**config.mk**
```make
export PLATFORM = sky130hd
export DESIGN_NAME = sr_pulse_driver
export DESIGN_NICKNAME = d
export VERILOG_FILES = /design/src/rtl/sr_pkg.sv /design/src/rtl/btn_debounce.sv /design/src/rtl/sr_pulse_driver.sv
export SDC_FILE = /design/constraint.sdc
export NUM_CORES = 1
export LEC_CHECK = 0
export BUFFER_PORTS_ARGS = -buffer_cell sky130_fd_sc_hd__buf_2
export CORE_MARGIN = 8
export CORE_UTILIZATION = 52
export DETAILED_ROUTE_END_ITERATION = 7
export PLACE_DENSITY = 0.8
export SLEW_MARGIN = 20
export SYNTH_ARGS = -nofsm -noshare
export SYNTH_HDL_FRONTEND = slang
export SYNTH_SLANG_ARGS = --single-unit
export TNS_END_PERCENT = 50
```
**constraint.sdc**
```tcl
create_clock -name CLK -period 1.3 [get_ports CLK]
set_input_delay 0.065 -clock CLK [delete_from_list [all_inputs] [get_ports CLK]]
set_output_delay 0.065 -clock CLK [all_outputs]
set_load 0.05 [all_outputs]
```
**src/rtl/sr_pkg.sv**
```systemverilog
// Shared types and counter widths for the S/R pulse driver and its debouncers.
package sr_pkg;

   typedef enum logic [1:0] {
      IDLE    = 2'b00,
      PULSE_S = 2'b01,
      PULSE_R = 2'b10,
      GAP     = 2'b11
   } state_t;

   localparam int DB_W = 8;
   localparam int PL_W = 4;

endpackage

```
**src/rtl/btn_debounce.sv**
```systemverilog
// Two-flop synchroniser plus stability counter for one raw push-button;
// emits a one-cycle registered pulse when the debounced level rises.
module btn_debounce
   import sr_pkg::*;
#(
   parameter int DEBOUNCE = 8
) (
   input  logic clk,
   input  logic rst,
   input  logic btn,
   output logic rise
);

   localparam logic [DB_W-1:0] LAST = DB_W'(DEBOUNCE - 1);

   logic            sync1;
   logic            sync2;
   logic            level;
   logic [DB_W-1:0] cnt;

   // NOTE: every register here uses <= so all flops sample the pre-edge
   // values; blocking assignments would collapse the synchroniser chain.
   always_ff @(posedge clk or posedge rst) begin
      if (rst) begin
         sync1 <= 1'b0;
         sync2 <= 1'b0;
         level <= 1'b0;
         cnt   <= '0;
         rise  <= 1'b0;
      end else begin
         sync1 <= btn;
         sync2 <= sync1;
         rise  <= 1'b0;
         if (sync2 == level) begin
            cnt <= '0;
         end else if (cnt >= LAST) begin
            // The sample just matched for the DEBOUNCE-th consecutive time.
            level <= sync2;
            rise  <= sync2;
            cnt   <= '0;
         end else begin
            cnt <= cnt + 1'b1;
         end
      end
   end

endmodule

```
**src/rtl/sr_pulse_driver.sv**
```systemverilog
// Turns debounced set/reset button presses into non-overlapping active-low
// pulses for a NAND latch. Define SR_PULSE_DRIVER_FEEDBACK_EN to add the Q input.
module sr_pulse_driver
   import sr_pkg::*;
#(
   parameter int DEBOUNCE  = 8,
   parameter int PULSE_LEN = 2,
   parameter int GAP_LEN   = 1
) (
   input  logic CLK,
   input  logic RST,
   input  logic BTN_S,
   input  logic BTN_R,
`ifdef SR_PULSE_DRIVER_FEEDBACK_EN
   input  logic Q,
`endif
   output logic S,
   output logic R,
   output logic BUSY
);

   localparam logic [PL_W-1:0] PL_LAST  = PL_W'(PULSE_LEN - 1);
   localparam logic [PL_W-1:0] GAP_LAST = PL_W'(GAP_LEN - 1);

   state_t          state, state_nxt;
   logic [PL_W-1:0] cnt, cnt_nxt;
   logic            rise_s, rise_r;
   logic            pend_s, pend_r;
   logic            req_s, req_r;
   logic            ok_s, ok_r;
   logic            clr_s, clr_r;
   logic            arb;

   btn_debounce #(.DEBOUNCE(DEBOUNCE)) u_db_s (
      .clk  (CLK),
      .rst  (RST),
      .btn  (BTN_S),
      .rise (rise_s)
   );

   btn_debounce #(.DEBOUNCE(DEBOUNCE)) u_db_r (
      .clk  (CLK),
      .rst  (RST),
      .btn  (BTN_R),
      .rise (rise_r)
   );

   // A fresh edge is served in the same cycle it arrives, saving one cycle.
   assign req_s = pend_s | rise_s;
   assign req_r = pend_r | rise_r;

`ifdef SR_PULSE_DRIVER_FEEDBACK_EN
   logic q_meta, q_sync;

   always_ff @(posedge CLK or posedge RST) begin
      if (RST) begin
         q_meta <= 1'b0;
         q_sync <= 1'b0;
      end else begin
         q_meta <= Q;
         q_sync <= q_meta;
      end
   end

   assign ok_s = req_s & ~q_sync;
   assign ok_r = req_r &  q_sync;
`else
   assign ok_s = req_s;
   assign ok_r = req_r;
`endif

   // NOTE: every signal driven here gets a default first, so no path through
   // the case statement can leave one unassigned and infer a latch.
   always_comb begin
      state_nxt = state;
      cnt_nxt   = cnt;
      clr_s     = 1'b0;
      clr_r     = 1'b0;
      arb       = 1'b0;
      case (state)
         IDLE: arb = 1'b1;
         PULSE_S, PULSE_R: begin
            if (cnt >= PL_LAST) begin
               state_nxt = GAP;
               cnt_nxt   = '0;
            end else begin
               cnt_nxt = cnt + 1'b1;
            end
         end
         GAP: begin
            if (cnt >= GAP_LAST) begin
               state_nxt = IDLE;
               cnt_nxt   = '0;
               arb       = 1'b1;
            end else begin
               cnt_nxt = cnt + 1'b1;
            end
         end
         default: state_nxt = IDLE;
      endcase

      // Ending GAP arbitrates like IDLE, so back-to-back pulses are GAP_LEN apart.
      if (arb) begin
         cnt_nxt = '0;
         if (ok_r) begin
            state_nxt = PULSE_R;
            clr_r     = 1'b1;
         end else if (ok_s) begin
            state_nxt = PULSE_S;
            clr_s     = 1'b1;
         end
`ifdef SR_PULSE_DRIVER_FEEDBACK_EN
         if (req_r && !ok_r) clr_r = 1'b1;
         if (req_s && !ok_s) clr_s = 1'b1;
`endif
      end
   end

   // Outputs are decoded from the next state and registered, so they never glitch.
   always_ff @(posedge CLK or posedge RST) begin
      if (RST) begin
         state  <= IDLE;
         cnt    <= '0;
         pend_s <= 1'b0;
         pend_r <= 1'b0;
         S      <= 1'b1;
         R      <= 1'b1;
         BUSY   <= 1'b0;
      end else begin
         state  <= state_nxt;
         cnt    <= cnt_nxt;
         pend_s <= req_s & ~clr_s;
         pend_r <= req_r & ~clr_r;
         S      <= (state_nxt != PULSE_S);
         R      <= (state_nxt != PULSE_R);
         BUSY   <= (state_nxt != IDLE);
      end
   end

endmodule
```
Word-level counts from Yosys, hierarchy flattened
Cells that the tools add are included.

storage, ports and cells
  register bits = 35
  input port bits = 4
  output and inout port bits = 3
  logic and storage cells = 70

operators by class
  add/sub/neg operators = 3
  magnitude comparators = 4
  equal/unequal tests = 7
  mux-type cells = 25
  bitwise gates (word level) = 8
  reduce and logical (&&, ||, !) cells = 6

operator list
  operator                                                                              number
  8-bit two-way mux                                                                     4
  8-bit by 1-bit adder with 8-bit output (second input constant)                        2
  8-bit by 3-bit greater-or-equal comparator with 1-bit output (second input constant)  2
  4-bit two-way mux                                                                     3
  1-bit two-way mux                                                                     10
  2-bit two-way mux                                                                     5
  4-bit by 1-bit greater-or-equal comparator with 1-bit output (second input constant)  2
  4-bit one-hot mux with 2 select lines                                                 1
  4-bit by 1-bit adder with 4-bit output (second input constant)                        1
  2-bit equality test (second input constant)                                           2
  1-bit inverter                                                                        4
  2-bit one-hot mux with 2 select lines                                                 1
  2-bit AND reduction                                                                   2
  3-bit nonzero test                                                                    1
  1-bit AND                                                                             2
  1-bit equality test                                                                   2
  2-bit by 1-bit equality test with 1-bit output (second input constant)                1
  2-bit logical NOT                                                                     1
  2-bit by 1-bit != test with 1-bit output (second input constant)                      1
  2-bit != test (second input constant)                                                 1
  1-bit bitwise OR                                                                      2
  1-bit one-hot mux with 2 select lines                                                 1
  2-bit nonzero test                                                                    1
  2-bit OR reduction                                                                    1

Logic depth before layout (Yosys ltp)
Gate-level depths: netlist of run 1.

  word-level depth = 7
  depth in mapped cells = 5
  depth with buffers taken out = 5

Cells and area by module
Synthesis of run 1 repeated with hierarchy kept, for this count alone.

unflattened totals
  cells, all modules = 106
  area total of the unflattened synthesis = 1,382.6 sq um

modules (own cells, without submodules)
  module           instances  cells an instance  area each (sq um)  seq. area each (sq um)
  btn_debounce     2          29                 407.9              300.3
  sr_pulse_driver  1          48                 566.8              277.8

Least setup slack after synthesis of run 1
OpenSTA, ideal clock, no wires.

  kind = register -> register
  start = reg cnt[0]
  end = reg state[0]
  library setup time = 0.126 ns
  arrival time = 1.300 ns
  data required time = 1.174 ns
  slack = -0.126 ns
  cell stages (with the launch flop) = 5
  buffers on the path = 0
  clock period less this slack = 1.426 ns
  cell sequence = dfrtp_1 -> ha_1 -> nor4b_4 -> nor2_2 -> a221o_1

on the way
  longest elaborated chain between the ends = 6
  elaborated cells on any way between the ends = 10
  classes of those cells = order compare: 2; mux: 8

ends and longest elaborated chain
  item                                                                                    RTL line                                      text
  start, declared                                                                         sr_pulse_driver.sv:26                         logic [PL_W-1:0] cnt, cnt_nxt;
  start signal, assigned                                                                  sr_pulse_driver.sv:131                        cnt <= cnt_nxt;
  4-bit by 1-bit greater-or-equal comparator with 1-bit output, on equally long branches  sr_pulse_driver.sv:91, sr_pulse_driver.sv:83
  2-bit two-way mux, on equally long branches                                             sr_pulse_driver.sv:91, sr_pulse_driver.sv:83
  2-bit one-hot mux with 2 select lines                                                   sr_pulse_driver.sv:80                         case (state)
  2-bit two-way mux                                                                       sr_pulse_driver.sv:108                        end else if (ok_s) begin
  2-bit two-way mux                                                                       sr_pulse_driver.sv:105                        if (ok_r) begin
  2-bit two-way mux *                                                                     sr_pulse_driver.sv:103                        if (arb) begin
  net state_nxt[0]                                                                        sr_pulse_driver.sv:25                         state_t state, state_nxt;
  end signal, assigned                                                                    sr_pulse_driver.sv:130                        state <= state_nxt;
  end, declared                                                                           sr_pulse_driver.sv:25

The timed path passes the listed nets; every way through them passes the cells marked *.
A chain may end at the register's enable or synchronous reset.

Worst setup path in the final report of run 1
Same ends and word-level chain as after synthesis.

==> results.sh, run 1 <==
export IMPL_grt_pass1_vias=945
export IMPL_worstPathArrival_ns=1.67
export IMPL_synthArstFlopShare_pct=100
export IMPL_grtUsageTotal_pct=11.9
export IMPL_setup_viol=9
export IMPL_fin_crit_sh_pct=113
export IMPL_critPathLaunchType="register"
export IMPL_fin_util_pct=71.4
export IMPL_yosys_area_share_simple_pct=15.7
export IMPL_p_sw_share_pct=33.8
export IMPL_reg2reg_to="state[0]"
export IMPL_crit_path_end_kind="register"
export IMPL_synth_seq_cells=35
export IMPL_yosys_warnings=0
export IMPL_min_path_cells=0
export IMPL_r2r_slack_ns=-0.17
export IMPL_netSwitchingPower_mw=1.22
export IMPL_power_share_clock_pct=16.1
export IMPL_ys_flop_type="dfrtp_1"
export IMPL_drtAntennaViolNets=0
export IMPL_route_detailed_drc=0
export IMPL_status="finished, violations left"
export IMPL_final_max_slew_viol_count=0
export IMPL_finalHoldViolCount=0
export IMPL_cts_root_buf="clkbuf_4"
export IMPL_layout_drive_gt1_share_pct=39.5
export IMPL_grt_max_degree=36
export IMPL_avgViaCountPerCell=5.12
export IMPL_dieArea_sq_um=4530
export IMPL_min_to="u_db_r.sync2"
export IMPL_areaGrowthSynthToFinish_pct=29.4
export IMPL_tritoncts="built"
export IMPL_gr_total_overflow=0
export IMPL_ys_types=33
export IMPL_synth_compound_area_share_pct=7.69
export IMPL_dp_slack_ns=-0.174
export IMPL_fmax_ghz=0.682
export IMPL_port_buffers=6
export IMPL_clock_path_buffers=2
export IMPL_start_util_pct=55.2
export IMPL_power_mw=3.60
export IMPL_finClkSkew_ns=0.00946
export IMPL_synth_xor_area_share_pct=1.28
export IMPL_post_dp_hpwl_um=1540
export IMPL_syn_area_sq_um=1370
export IMPL_violations="negative setup slack"
export IMPL_cts_buffers=5
export IMPL_clk_pin_slew_worst_paths_ns=0.09
export IMPL_crit_required_ns=1.50
export IMPL_synth_edf_count=0
export IMPL_fp_dieH_um=67.3
export IMPL_dp_cells=156
export IMPL_cap_violations=0
export IMPL_path_class="register to register"
export IMPL_synthTopCellsByCount="dfrtp_1, nor2_1, ha_1, inv_1, nand3_1"
export IMPL_period_needed_ns=1.47
export IMPL_grt_pass1_wl_um=4050
export IMPL_htree_levels=2
export IMPL_hp_class="register to register"
export IMPL_min_from="u_db_r.sync1"
export IMPL_wl_um=2310
export IMPL_crit_fanout=4
export IMPL_num_vias=906
export IMPL_syn_inst=106
export IMPL_power_leakage_nw=0.834
export IMPL_ir_drop_mv=1.49
export IMPL_n_antenna_cell=0
export IMPL_io_pins=7
export IMPL_rsz0062_at_grt="true"
export IMPL_synth_area_per_cell_sq_um=12.9
export IMPL_fin_ws_ns=-0.167
export IMPL_synth_top_family_by_area="simple AND/OR/NAND/NOR gates"
export IMPL_die_x_um=67.3
export IMPL_p_seq_share_pct=37.4
export IMPL_ys_seq_area_share_pct=64.2
export IMPL_drtIter0Drc=25
export IMPL_core_region_area_sq_um=2480
export IMPL_nets=157
export IMPL_grt_antenna_before_repair=0
export IMPL_gp_routability_congestion=0.846
export IMPL_numClockSinks=35
export IMPL_drt_wirelength_per_cell_um=13.0
export IMPL_synth_area_leaders="dfrtp_1, ha_1, dfstp_2, nor2_1, inv_1"
export IMPL_reg2regPathDepth=5
export IMPL_worstReg2RegStart="cnt[0]"
export IMPL_synth_fa_ha_area_share_pct=6.40
export IMPL_clk_latency_ns=0.32
export IMPL_intPower_mw=2.38
export IMPL_synth_top_cell_by_area="dfrtp_1"
export IMPL_synth_top_cell_area_share_pct=60.4
export IMPL_yosysMostFrequentCell="dfrtp_1"
export IMPL_power_density_nw_per_um2=2030
export IMPL_synth_area_mux_share_pct=1.65
export IMPL_placement_rows=18
export IMPL_firstDrtPassIters=4
export IMPL_power_frac_comb_pct=46.5
export IMPL_final_cells=177
-- layout by cell type (no fill, tap or decap), types with 2 or more instances in the layout --
| cell type | count |
|---|---|
| a211oi_2 | 2 |
| a21o_1 | 2 |
| and2_4 | 2 |
| and3b_1 | 2 |
| buf_2 | 6 |
| buf_4 | 15 |
| clkbuf_4 | 5 |
| conb_1 | 9 |
| dfrtp_1 | 32 |
| dfstp_2 | 2 |
| dlygate4sd3_1 | 3 |
| ha_1 | 2 |
| ha_4 | 4 |
| inv_1 | 3 |
| inv_2 | 4 |
| mux2_2 | 2 |
| nand2_1 | 4 |
| nand3_1 | 5 |
| nor2_1 | 12 |
| nor2b_1 | 2 |
| nor3_1 | 2 |
| nor3_2 | 2 |
-- timing repair --
item                       in CTS  in global routing
hold endpoints to repair       35                  0
resized for setup              13                  8
hold buffers                    3                  0
pin swaps                       9                  4
setup buffers                   7                  3
setup endpoints to repair      12                 13
-- cell families (layout without fill, tap and decap cells) --
| kind of cell | after synthesis | count (layout) |
|---|---|---|
| flops | 35 | 35 |
| buf+inv | 8 | 41 |
| simple gates | 38 | 38 |
| fa+ha+maj | 7 | 7 |
| mux | 2 | 2 |
| xor+xnor | 2 | 2 |
| other cells | 1 | 9 |
| compound gates | 13 | 13 |
-- stage by stage --
stage / hold WS, ns / instance area (sq um) / TNS (ns)
after floorplan: 0.0964 / 1420 / -0.0500
after global placement: 0.165 / 1530 / -0.235
after detailed placement: 0.175 / 1530 / -0.816
after CTS: 0.362 / 1710 / -0.641
after global routing: 0.359 / 1770 / -1.53
final: 0.358 / 1770 / -0.776
-- per-layer routing --
metal	wire [um]	up-vias	global-route usage (%)	part of all wire [%]
met5	0	-	0	0
met4	92	0	7.83	4.0
met2	1140	26	19.2	50
met3	127	12	4.97	5.5
met1	944	435	12.6	41
li1	-	433	-	-
-- registers in the layout, summed over array words and instances (netlist names) --
signal / count
u_db_r.sync2: 1
u_db_r.cnt: 8
pend_r: 1
u_db_r.rise: 1
u_db_r.sync1: 1
u_db_s.sync2: 1
u_db_s.sync1: 1
S: 1
u_db_r.level: 1
R: 1
u_db_s.cnt: 8
cnt: 4
u_db_s.level: 1
BUSY: 1
u_db_s.rise: 1
pend_s: 1
state: 2
-- power groups by stage --
stage | logic (mW) | registers [mW] | clock network (mW)
floorplan | 0.821 | 1.48 | 0
global placement | 1.20 | 1.33 | 0
CTS | 1.55 | 1.33 | 0.606
global route | 1.82 | 1.36 | 0.649
finish | 1.68 | 1.35 | 0.578
detailed placement | 1.27 | 1.35 | 0
-- how the worst max path moves through the flow --
stage           start  endpoint  slack, ns
2_1_floorplan  cnt[1]  state[0]      -0.03
3_3_place_gp   cnt[1]  state[0]      -0.07
3_5_place_dp   cnt[0]  state[1]      -0.17
6_report       cnt[0]  state[0]      -0.17
4_1_cts        cnt[1]  state[0]      -0.14
5_1_grt        cnt[0]  state[1]      -0.22
-- worst max-delay path: stages (launching register included) --
cell and delay, ns:
dfrtp_2 0.45, inv_2 0.09, ha_4 0.12, nor4b_4 0.28, nor2_2 0.07, a221o_1 0.34
-- area by class of cell --
class                           count  area (sq um)
Sequential cell                    35           880
Inverter                            7          26.3
Clock inverter                      1          5.00
Multi-Input combinational cell     71           577
Fill cell                         188           708
Clock buffer                        7          55.1
Tap cell                           30          37.5
Timing Repair Buffer               26           189
No activity file was read; power rests on OpenSTA's default activity.
==> inputs of run 2 (changes only) <==
PLACE_DENSITY = not set   (was 0.8)
PLACE_DENSITY_LB_ADDON = 0.08   (was not set)
==> run 2 against run 1 <==
The flow still finishes with violations (negative setup slack). Register-to-register slack lost 0.02 ns. Worst setup slack lost 0.017 ns. Via count shrank 9.9%. Total power shrank 12%. Sequential cell count is the same. Largest power group unchanged.
==> results.sh, run 2 (synthesis results as in run 1) <==
export IMPL_finClkSkew_ns=0.0108
export IMPL_n_antenna_cell=0
export IMPL_layout_commonest_cell="dfrtp_1"
export IMPL_post_dp_hpwl_um=1470
export IMPL_drt_wirelength_per_cell_um=12.4
export IMPL_cts_root_buf="clkbuf_4"
export IMPL_fp_dieH_um=67.3
export IMPL_status="finished, violations left"
export IMPL_port_buffers=6
export IMPL_rsz0062_at_grt="true"
export IMPL_crit_fanout=4
export IMPL_clk_latency_ns=0.32
export IMPL_firstDrtPassIters=4
export IMPL_period_needed_ns=1.48
export IMPL_crit_buf_inv=1
export IMPL_route_detailed_drc=0
export IMPL_whs_ns=0.355
export IMPL_layout_drive_gt1_share_pct=28.1
export IMPL_drtIter0Drc=53
export IMPL_clk_pin_slew_worst_paths_ns=0.10
export IMPL_cts_buffers=5
export IMPL_dieArea_sq_um=4530
export IMPL_htree_levels=2
export IMPL_crit_path_end_kind="register"
export IMPL_worstPathArrival_ns=1.69
export IMPL_core_region_area_sq_um=2480
export IMPL_final_max_slew_viol_count=0
export IMPL_drtAntennaViolNets=0
export IMPL_power_density_nw_per_um2=1940
export IMPL_grt_pass1_vias=901
export IMPL_cp_top_family="compound AO/OA/AOI/OAI gates"
export IMPL_grtUsageTotal_pct=11.5
export IMPL_seq_area_sq_um=878
export IMPL_reg2regPathDepth=5
export IMPL_clock_path_buffers=2
export IMPL_areaGrowthSynthToFinish_pct=19.9
export IMPL_tritoncts="built"
export IMPL_fmax_ghz=0.674
export IMPL_path_cells="inv_1, ha_2, nor4b_4, o21ai_2, a211o_1"
export IMPL_die_x_um=67.3
export IMPL_numClockSinks=35
export IMPL_grt_max_degree=36
export IMPL_power_leakage_nw=0.779
export IMPL_avgViaCountPerCell=4.83
export IMPL_nets=149
export IMPL_grt_pass1_wl_um=3830
export IMPL_critPathLaunchType="register"
export IMPL_setup_viol=9
export IMPL_fin_ws_ns=-0.184
export IMPL_gp_routability_congestion=0.731
export IMPL_gr_total_overflow=0
export IMPL_crit_required_ns=1.50
export IMPL_multi_input_area_sq_um=520
export IMPL_path_class="register to register"
export IMPL_cap_violations=0
export IMPL_finalHoldViolCount=0
export IMPL_ir_drop_mv=1.61
export IMPL_grt_antenna_before_repair=0
export IMPL_io_pins=7
export IMPL_start_util_pct=55.2
export IMPL_hp_class="register to register"
export IMPL_reg_top3="u_db_r.cnt (8), u_db_s.cnt (8), cnt (4)"
export IMPL_violations="negative setup slack"
export IMPL_fillCellCount=189
export IMPL_slowest_delay_ns=0.36
export IMPL_fin_crit_sh_pct=114
export IMPL_wl_um=2090
export IMPL_dp_slack_ns=-0.178
export IMPL_cpMaxStageDelayCell="dfrtp_1"
export IMPL_final_cell_mix="dfrtp_1, nor2_1, conb_1, buf_4"
export IMPL_cp_depth=5
export IMPL_num_vias=816
export IMPL_placement_rows=18
export IMPL_min_path_cells=0
==> run 2: power breakdown <==
part	switching, mW	internal (mW)	leakage, nW	total, mW
sequential	0.0696	1.25	0.433	1.32
combinational	0.688	0.638	0.320	1.33
clock	0.309	0.216	0.0265	0.525
total	1.07	2.11	0.779	3.17
==> run 2: path summary, 6_finish.rpt <==
path | end | slack [ns] | startpoint
worst min-delay path | u_db_s.sync2 | 0.36 | u_db_s.sync1
worst max-delay path | state[1] | -0.18 | cnt[1]
max in group asynchronous | R | 0.59 | RST
min in group asynchronous | u_db_r.sync1 | 0.38 | RST
worst min register to register | u_db_s.sync2 | 0.36 | u_db_s.sync1
worst max register to register | state[1] | -0.18 | cnt[1]
==> run 2: metrics by stage <==
stage / setup TNS [ns] / utilization, % / area [sq um] / std cells / total power, mW
2_1_floorplan: -0.0500 / - / 1420 / 114 / 2.31
3_5_place_dp: -0.871 / 61.6 / 1530 / 156 / 2.61
6_report: -1.03 / 66.2 / 1640 / 169 / 3.17
5_1_grt: -1.76 / 66.2 / 1640 / 169 / 3.40
4_1_cts: -0.918 / 65.8 / 1630 / 169 / 3.19
3_3_place_gp: -0.359 / 61.6 / 1530 / 156 / 2.55
==> run 2: repair_timing <==
item / 4_1_cts / 5_1_grt
buffers inserted: 2 / 0
hold buffers: 3 / 0
resized for setup: 3 / 3
hold endpoints to repair: 35 / 0
endpoints found under the setup margin: 10 / 15
pin swaps: 3 / 3
==> run 2: area by class of cell <==
type / instances / area share [%]
Inverter: 7 / 1.60
Multi-Input combinational cell: 71 / 31.8
Sequential cell: 35 / 53.6
Tap cell: 30 / 2.29
Timing Repair Buffer: 18 / 7.79
Clock buffer: 8 / 2.98
==> run 2: routing by layer <==
metal | GRT usage, % | up-vias | wire, um | share of wire [%]
met5 | 0 | - | 0 | 0
met4 | 6.27 | 0 | 19 | 0.91
met3 | 6.13 | 2 | 88 | 4.2
met2 | 18.6 | 10 | 1060 | 51
met1 | 11.9 | 389 | 921 | 44
li1 | - | 415 | - | -
==> inputs of run 3 (changes only) <==
CORE_UTILIZATION = 55   (was 52)
CTS_CLUSTER_SIZE = 10   (was not set)
clock period = 1.4 ns   (was 1.3 ns; I/O delays follow)
==> run 3 against run 2 <==
The run still ends with negative setup slack left. First-iteration DRC count is 51% lower. Hold slack better by 0.0030 ns. Clock skew is 0.0066 ns lower. Combinational power hardly changed. Critical endpoint unchanged. Largest cell class unchanged. Highest routed layer unchanged.
==> results.sh, run 3 (synthesis results as in run 1) <==
export IMPL_status="finished, violations left"
export IMPL_violations="negative setup slack"
export IMPL_r2r_slack_ns=-0.03
export IMPL_crit_fanout=4
export IMPL_crit_required_ns=1.61
export IMPL_layout_commonest_cell="dfrtp_1"
export IMPL_nets=152
export IMPL_grt_antenna_before_repair=0
export IMPL_fp_dieH_um=65.9
export IMPL_fmax_ghz=0.701
export IMPL_hp_class="register to register"
export IMPL_period_needed_ns=1.43
export IMPL_drt_wirelength_per_cell_um=12.0
export IMPL_numClockSinks=35
export IMPL_drtAntennaViolNets=0
export IMPL_dieArea_sq_um=4340
export IMPL_htree_levels=2
export IMPL_cts_root_buf="clkbuf_4"
export IMPL_reg_top3="u_db_r.cnt (8), u_db_s.cnt (8), cnt (4)"
export IMPL_die_x_um=65.9
export IMPL_fin_crit_sh_pct=102
export IMPL_cpMaxStageDelayCell="dfrtp_1"
export IMPL_crit_path_end_kind="register"
export IMPL_power_leakage_nw=0.812
export IMPL_min_path_cells=0
export IMPL_n_antenna_cell=0
export IMPL_dp_slack_ns=-0.0763
export IMPL_ir_drop_mv=1.57
export IMPL_final_cells=172
export IMPL_worstReg2RegStart="cnt[1]"
export IMPL_grt_pass1_wl_um=3760
export IMPL_final_max_slew_viol_count=0
export IMPL_core_region_area_sq_um=2410
export IMPL_whs_ns=0.358
export IMPL_port_buffers=6
export IMPL_slowest_delay_ns=0.37
export IMPL_placed_area_sq_um=1520
export IMPL_power_mw=3.14
export IMPL_grt_max_degree=36
export IMPL_finalHoldViolCount=0
export IMPL_post_dp_hpwl_um=1310
export IMPL_layout_drive_gt1_share_pct=30.3
export IMPL_grt_pass1_vias=873
export IMPL_start_util_pct=56.7
export IMPL_finClkSkew_ns=0.00425
export IMPL_setup_viol=2
export IMPL_areaGrowthSynthToFinish_pct=23.1
export IMPL_min_from="u_db_s.sync1"
export IMPL_worstPathArrival_ns=1.64
export IMPL_wl_um=2060
export IMPL_cap_violations=0
export IMPL_placement_rows=18
export IMPL_firstDrtPassIters=4
export IMPL_fin_area_sq_um=1680
export IMPL_gr_total_overflow=0
export IMPL_dp_cells=158
export IMPL_reg2regPathDepth=5
export IMPL_path_class="register to register"
export IMPL_fin_tns_setup_ns=-0.0365
export IMPL_tritoncts="built"
export IMPL_avgViaCountPerCell=4.94
export IMPL_fin_ws_ns=-0.0262
export IMPL_clk_pin_slew_worst_paths_ns=0.10
export IMPL_clock_path_buffers=2
export IMPL_route_detailed_drc=0
export IMPL_io_pins=7
export IMPL_cts_buffers=5
export IMPL_critPathLaunchType="register"
export IMPL_final_cell_mix="dfrtp_1, nor2_1, buf_4"
export IMPL_num_vias=850
export IMPL_grtUsageTotal_pct=11.5
export IMPL_gp_routability_congestion=0.817
export IMPL_rsz0062_at_grt="true"
export IMPL_fillCellCount=175
export IMPL_reg2reg_to="state[1]"
export IMPL_path_cells="inv_2, ha_2, nor4b_4, o21ai_1, a211o_1"
export IMPL_drtIter0Drc=26
export IMPL_fin_util_pct=69.9
export IMPL_clk_latency_ns=0.32
export IMPL_power_density_nw_per_um2=1860
export IMPL_min_to="u_db_s.sync2"
[run 3: cell types whose count changed in the layout (fill, tap and decap cells not counted), sizes merged]
cell	previous run	this run
clkbuf	8	7
buf	15	18
clkinvlp	0	1
[run 3: how the worst max path moves through the flow]
stage / to / cells past startpoint / from
final: state[1] / 5 / cnt[1]
after CTS: state[1] / 4 / cnt[0]
after floorplan: state[0] / 4 / cnt[0]
after global routing: state[0] / 5 / cnt[0]
after detailed placement: state[1] / 4 / cnt[0]
after global placement: state[1] / 4 / cnt[0]
[run 3: power breakdown]
group	switching, mW	internal, mW	total (mW)
logic	0.645	0.658	1.30
clock network	0.317	0.294	0.610
registers	0.0634	1.16	1.23
total	1.02	2.12	3.14
[run 3: worst max-delay path, delay by kind of cell (launching register included)]
| kind | cells | cell delay, ns |
|---|---|---|
| adder cells (fa/ha/maj) | 1 | 0.19 |
| buffers and inverters | 1 | 0.06 |
| flip-flops | 1 | 0.37 |
| AO/OA/AOI/OAI | 2 | 0.39 |
| AND/OR/NAND/NOR | 1 | 0.31 |
[run 3: timing repair]
action / CTS / global route
hold endpoints to repair: 35 / 0
endpoints found under the setup margin: 6 / 9
hold buffers: 3 / 0
resized for setup: 6 / 3
setup buffers: 1 / 2
pin swaps: 7 / 6
[run 3: per-layer routing]
layer / up-vias / part of all wire [%] / GRT usage (%)
li1: 424 / - / -
met1: 410 / 46 / 13.5
met2: 11 / 48 / 16.8
met3: 5 / 4.6 / 4.75
met4: 0 / 1.9 / 7.36
met5: - / 0 / 0
[run 3: cell type report]
cell class,count,area [sq um],area share (%)
Timing Repair Buffer,21,150,8.92
Clock buffer,7,65.1,3.86
Multi-Input combinational cell,71,519,30.8
Sequential cell,35,878,52.2
Clock inverter,1,7.51,0.446
Inverter,7,26.3,1.56
Tap cell,30,37.5,2.23
